`config.mk`:
```
export PLATFORM = sky130hd
export DESIGN_NAME = mod_mult
export DESIGN_NICKNAME = d
export VERILOG_FILES = /design/src/rtl/mod_mult.sv
export SDC_FILE = /design/constraint.sdc
export NUM_CORES = 1
export LEC_CHECK = 0
export BUFFER_PORTS_ARGS = -buffer_cell sky130_fd_sc_hd__buf_2
export CAP_MARGIN = 10
export CORE_MARGIN = 1
export CORE_UTILIZATION = 45
export DETAILED_ROUTE_END_ITERATION = 6
export GPL_ROUTABILITY_DRIVEN = 0
export PLACE_DENSITY_LB_ADDON = 0.12
export SLEW_MARGIN = 20
export SYNTH_ARGS = -nofsm -noshare
export SYNTH_HDL_FRONTEND = slang
export SYNTH_SLANG_ARGS = --single-unit
```
`constraint.sdc`:
```
create_clock -name clk -period 25.7 [get_ports clk]
set_clock_uncertainty 0.2 [all_clocks]
set_input_delay 1.285 -clock clk [delete_from_list [all_inputs] [get_ports clk]]
set_output_delay 1.285 -clock clk [all_outputs]
set_load 0.01 [all_outputs]
```
`src/rtl/mod_mult.sv`:
```
// Bit-serial MSB-first modular multiplier: (a * b) mod m.
// Interleaved double-and-add, one multiplier bit per clock.
module mod_mult #(
    parameter int SIZE = 65
) (
    input  logic            clk,
    input  logic            rst,
    input  logic [SIZE-1:0] input_a_tdata,
    input  logic            input_a_tvalid,
    output logic            input_a_tready,
    input  logic [SIZE-1:0] input_b_tdata,
    input  logic            input_b_tvalid,
    output logic            input_b_tready,
    input  logic [SIZE-1:0] input_modulus_tdata,
    input  logic            input_modulus_tvalid,
    output logic            input_modulus_tready,
    output logic [SIZE-1:0] output_tdata,
    output logic            output_tvalid,
    input  logic            output_tready
);

    localparam int IW = $clog2(SIZE);

    typedef enum logic [1:0] {
        IDLE,
        CALC,
        DONE
    } state_t;

    state_t          state, state_nx;
    logic [SIZE-1:0] a_q, b_q, m_q, acc_q, res_q;
    logic [IW-1:0]   idx_q;
    logic            in_ready, accept, last;

    logic [SIZE:0]   dbl, dbl_r, sum, sum_r;
    logic [SIZE:0]   m_w, b_w;
    logic [SIZE-1:0] acc_nx;
    logic            m_small;

    assign in_ready = (state == IDLE);
    assign accept   = in_ready & input_a_tvalid & input_b_tvalid
                    & input_modulus_tvalid;
    assign last     = (idx_q == '0);

    assign input_a_tready       = in_ready;
    assign input_b_tready       = in_ready;
    assign input_modulus_tready = in_ready;
    assign output_tdata         = res_q;
    assign output_tvalid        = (state == DONE);

    always_ff @(posedge clk or negedge rst) begin
        if (!rst) begin
            state <= IDLE;
        end else begin
            state <= state_nx;
        end
    end

    always_comb begin
        state_nx = state;
        unique case (state)
            IDLE: if (accept) state_nx = CALC;
            CALC: if (last) state_nx = DONE;
            DONE: if (output_tready) state_nx = IDLE;
            default: state_nx = IDLE;
        endcase
    end

    // acc < m keeps both partial values below 2m, so one subtract each.
    always_comb begin
        m_w     = {1'b0, m_q};
        b_w     = {1'b0, b_q};
        m_small = (m_q[SIZE-1:1] == '0);
        dbl     = {acc_q, 1'b0};
        dbl_r   = (dbl >= m_w) ? dbl - m_w : dbl;
        sum     = a_q[idx_q] ? dbl_r + b_w : dbl_r;
        sum_r   = (sum >= m_w) ? sum - m_w : sum;
        acc_nx  = m_small ? '0 : sum_r[SIZE-1:0];
    end

    always_ff @(posedge clk or negedge rst) begin
        if (!rst) begin
            a_q   <= '0;
            b_q   <= '0;
            m_q   <= '0;
            acc_q <= '0;
            res_q <= '0;
            idx_q <= '0;
        end else if (accept) begin
            a_q   <= input_a_tdata;
            b_q   <= input_b_tdata;
            m_q   <= input_modulus_tdata;
            acc_q <= '0;
            idx_q <= IW'(SIZE - 1);
        end else if (state == CALC) begin
            acc_q <= acc_nx;
            if (last) begin
                res_q <= acc_nx;
            end else begin
                idx_q <= idx_q - 1'b1;
            end
        end
    end

endmodule

```
Yosys cells after proc, flatten, opt, wreduce, memory -nomap -nowiden:

Cells that the tools add are included.

* register bits after elaboration: 334
* input port bits: 201
* output and inout port bits: 69

* add/subtract/negate cells: 4
* order comparisons: 3
* eq/ne operators: 6
* mux-type cells: 15
* bitwise logic cells: 4
* reduce and logical (&&, ||, !) cells: 7

Operator list (number)
* $mux W65: 4
* $ge A66 B65 Y1: 2
* $mux W66: 2
* $add A66 B65 Y66: 1
* $sub A66 B65 Y66: 1
* $sub A65 B65 Y65: 1
* $logic_not A64 Y1: 1
* $mux W7: 3
* $lt A7 B8 Y1 const B: 1
* $bmux W1 S7: 1
* $logic_not A7 Y1: 1
* $sub A7 B1 Y7 const B: 1
* $mux W2: 3
* $pmux W2 S3: 1
* $reduce_and A3 Y1: 2
* $ne A2 B1 Y1 const B: 2
* $ne A2 B2 Y1 const B: 2
* $and A1 B1 Y1: 3
* $eq A2 B1 Y1 const B: 1
* $eq A2 B2 Y1 const B: 1
* $logic_not A2 Y1: 1
* $reduce_and A2 Y1: 1
* $reduce_bool A2 Y1: 1
* $mux W1: 1
* $not A1 Y1: 1

Longest topological paths before layout:

* depth after elaboration: 9
* gate-level depth with buffers: 43

Worst setup path after synthesis:

Ideal clock, no wire load.

* kind: register to register
* start point: reg m_q[0]
* end point: reg res_q[37] (netlist: output_tdata[37])
* data arrival time: 8.189 ns
* required time: 25.379 ns
* path slack: 17.190 ns
* cell stages (with the launch flop): 36
* path buffers: 5
* path through: dfrtp_1 -> inv_1 -> fa_1 -> a21oi_1 -> o221ai_1 -> a41o_1 -> a31o_1 -> a31oi_4 -> o21ai_4 -> a41o_1 -> clkbuf_1 -> buf_2 -> mux2_2 -> ha_1 -> buf_2 -> nand3_2 -> a211oi_2 -> a221oi_2 -> o31a_1 -> o21a_1 -> or4_4 -> o21ai_0 -> a21oi_1 -> xnor2_1 -> mux2_2 -> ha_1 -> clkbuf_1 -> nand2_1 -> or3_1 -> o221a_2 -> a31oi_1 -> a21oi_1 -> mux2i_4 -> buf_6 -> mux2_4 -> a22o_1

* longest elaborated chain between the ends: 7
* elaborated cells on any way between the ends: 9
* classes of those cells: add/sub (3); order compare (2); mux (4)

RTL lines
* start: declaration: RTL line 31 `logic [SIZE-1:0] a_q, b_q, m_q, acc_q, res_q;`
* start signal: assignment: RTL line 92 `m_q <= input_modulus_tdata;`
* $sub A66 B65 Y66 / $ge A66 B65 Y1 (equally long branches): RTL line 75 `dbl_r = (dbl >= m_w) ? dbl - m_w : dbl;`
* $mux W66: RTL line 75
* $add A66 B65 Y66: RTL line 76 `sum = a_q[idx_q] ? dbl_r + b_w : dbl_r;`
* $mux W66: RTL line 76
* $sub A65 B65 Y65 / $ge A66 B65 Y1 (equally long branches): RTL line 77 `sum_r = (sum >= m_w) ? sum - m_w : sum;`
* $mux W65 (*): RTL line 77
* $mux W65 (*): RTL line 78 `acc_nx = m_small ? '0 : sum_r[SIZE-1:0];`
* end signal: assignment: RTL line 98 `res_q <= acc_nx;`
* end: declaration: RTL line 31

Every way passes the cells marked *; elsewhere a longest branch is shown, timed or not.
A chain may end at the register's enable or synchronous reset.

Worst setup path in the final report:

* start point: reg m_q[42]
* end point: reg res_q[63] (netlist: output_tdata[63])

* longest elaborated chain between the ends: 7
* elaborated cells on any way between the ends: 10
* classes of those cells: add/sub (3); order compare (2); mux (4); reduce/logical (1)

RTL lines (RTL line)
* $sub A66 B65 Y66 / $ge A66 B65 Y1 (equally long branches): 75
* $mux W66: 75
* $add A66 B65 Y66: 76
* $mux W66: 76
* $sub A65 B65 Y65 / $ge A66 B65 Y1 (equally long branches): 77
* $mux W65: 77
* $mux W65 (*): 78

Marked as above.

==> results by group <==
Outcome
  – Status: finished clean

Min path
  – Hold/Removal Path Class: flip-flop to flip-flop

Final layout
  – Final net count: roughly 4000
  – Design Area, Final: 30570 um2
  – Layout cell share with drive strength beyond 1: a little over an eighth
  – Area Overhead vs Synth: 11.84%
  – Most frequent cells in the layout: 789 x nand2_1, 334 x dfrtp_1, 278 x a21oi_1
  – # diodes: 0
  – Commonest non-fill, non-tap cell in the layout: nand2_1

STA
  – Final setup viols: 0
  – Max Freq: approximately 0.078 GHz
  – Total negative setup slack: 0 ps
  – Final period util: between 50% and 60%
  – Rel. slew slack: 26.07%
  – Worst-Margin Slew: 1095 ps
  – Final min period: about 13000 ps
  – Max-slew violations: 0
  – RSZ-0062 raised after global routing: false
  – Fin. Hold Viols: 0

Detailed routing
  – DRT Pass-1 Iters: 6
  – Vias per Instance: about 6.1
  – Starting DRT DRC Count: 2778
  – Final WL: ~100000 um
  – Vias: around 27000
  – Post-route ant nets: 0
  – WL per Instance: about 23 um
  – # DRC: 0

Global route
  – Global Route Usage Sum: a little under a third
  – Largest net degree at the start of global routing: between 90 and 100
  – Global-route wire length before repair: between 150000 and 200000 um
  – Vias in the first global route: ~26000
  – GR Overflow Total: 0
  – Initial antenna violation count: 2

Logic synthesis
  – Primary FF master, synth: dfrtp_1
  – Post-synthesis sequential area ratio: 30.58%
  – Net Count, Synth: a little under 4000
  – EDFF count, synth: 0
  – Synthesized flop and latch total: roughly 330
  – Netlist cell types: between 90 and 100
  – Cells after synthesis: ~3500
  – Synth async-reset ratio: between 90% and 100%
  – Mapped Area: around 27000 um2
  – Synth Warn #: 0
  – Synthesized area per cell: just under 8 um2

Worst setup path
  – Worst path max stage delay: about 900 ps
  – Crit start category: flip-flop
  – Setup crit end kind: flip-flop
  – Crit Path Category: flip-flop to flip-flop
  – Worst EP arrival: approximately 13000 ps
  – Max stage delay cell, worst path: o31ai_1
  – Cell mode on critical path: nor4_1
  – Crit path buf inv count: 4
  – Critical Path RT: between 20000 and 30000 ps
  – Crit-path leading delay family: simple AND/OR/NAND/NOR gates
  – Crit-path max FO: 34

Placement
  – Post-DP Area: between 20000 and 30000 um2
  – I/O Buffers: 269
  – DP HPWL: around 77000 um

CTS
  – Clk root buf: clkbuf_16
  – Worst-path clk slew: 60 ps
  – CTS H-tree depth: 2
  – Worst-skew pair later-pin latency: 620 ps
  – CTS tree: yes
  – Post_cts resized: 0
  – Cts hold-fix bufs: 0
  – TritonCTS sink count: 334
  – Post-CTS setup repair buffer count: 0
  – CTS Buf Count: 43
  – Max Root-Sink Buffers: 3

Floorplan
  – I/O pins: between 200 and 300
  – Core area: between 50000 and 60000 um2
  – Initial cell density of the core: a little under half
  – Rows: slightly below 90
  – Height of the die: roughly 250 um
  – DIE WIDTH: approximately 250 um
  – Die ar.: 61730 um2

Run
  – Max_cap viols: 0
through the flow:
| stage | hold WS [ps] | setup WS (ps) | instances | util [%] |
|---|---|---|---|---|
| floorplan | 240.3 | 17190 | 3454 | - |
| global placement | 254.9 | 13270 | 4332 | 48.86 |
| detailed placement | 260.0 | 13360 | 4332 | 48.88 |
| CTS | 275.0 | 13320 | 4411 | 51.34 |
| global route | 293.4 | 12640 | 4412 | 51.41 |
| finish | 272.7 | 12820 | 4412 | 51.41 |
kinds of logic after synthesis:
kind of cell	after synthesis	synth area share [%]
adder cells (fa/ha/maj)	199	9.192
multiplexers	149	6.638
AO/OA/AOI/OAI	1007	22.91
XOR/XNOR	179	5.736
buffers and inverters	324	4.816
AND/OR/NAND/NOR	1262	20.13
flip-flops	334	30.58
final cells by class:
cell class	instances	area (um2)
Sequential cell	334	8358
Clock inverter	13	192.7
Timing Repair Buffer	292	1553
Clock buffer	66	1272
Tap cell	773	967.2
Fill cell	5866	28900
Multi-Input combinational cell	2796	17710
Inverter	138	518.0
worst paths after layout:
check                                     from                            to  slack (ps)  depth (start not counted)
max in group asynchronous                  rst           b_q[56]$_DFFE_PN0P_       23550                          2
min                        a_q[35]$_DFFE_PN0P_           a_q[35]$_DFFE_PN0P_         270                          2
max                        m_q[42]$_DFFE_PN0P_  output_tdata[63]$_DFFE_PN0P_       12820                         36
min reg2reg                a_q[35]$_DFFE_PN0P_           a_q[35]$_DFFE_PN0P_         270                          2
min in group asynchronous                  rst           b_q[38]$_DFFE_PN0P_         420                          1
max reg2reg                m_q[42]$_DFFE_PN0P_  output_tdata[63]$_DFFE_PN0P_       12820                         36
tightest hold or removal path, delay by kind of cell, from the launching register on:
kind             cells  cell delay, ps
flip-flops           1             340
AND/OR/NAND/NOR      2             100
per-layer routing:
| metal | up-vias | track usage [%] | routed length [um] | share of wire (%) |
|---|---|---|---|---|
| li1 | 12544 | - | - | - |
| met1 | 12856 | 44.00 | 43350 | 44 |
| met2 | 1313 | 47.64 | 42960 | 43 |
| met3 | 229 | 5.747 | 8614 | 8.6 |
| met4 | 2 | 14.30 | 4656 | 4.7 |
| met5 | - | 0 | 13 | 0.013 |
flip-flops by register name, indices dropped and copies added, names as in the netlist:
name	count
b_q	65
a_q	65
acc_q	65
m_q	65
output_tdata	65
state	2
idx_q	7
synthesized netlist by cell type, drive strengths merged (5+ instances only):
master   instances  area share (%)
a211oi          23            0.70
o31ai           12            0.33
o41ai            5            0.19
nand2b          23            0.53
or4              8            0.23
nor3            33            0.60
nor2           147             2.0
nand2          792              11
o21bai          44             1.2
o31a             5            0.16
and3            28            0.64
mux2i           72             2.7
nand4           68             1.6
and2            17            0.39
a31oi           31            0.76
a31o             7            0.22
buf             44            0.97
a211o            8            0.26
nor2b           20            0.46
or3             15            0.34
a21oi          279             5.1
o221ai          10            0.32
clkbuf         142             2.0
xnor2          108             3.5
ha             196             9.0
nor4            28            0.64
mux2            59             2.5
a41oi            6            0.22
o21a            26            0.71
o211ai          20            0.57
or2             10            0.23
o2111ai          6            0.26
xor2            71             2.3
and4             6            0.19
dfrtp          334              31
inv            137             1.9
mux4            18             1.5
a221oi           8            0.28
a22o            14            0.45
a21boi           7            0.19
o21ai          329             6.1
nand3           53            0.99
a21o           124             3.4
nand3b           6            0.16
Power is left out: the tool's default activity adds up to more than one toggle a clock period on the data nets, which glitch-free logic cannot reach.
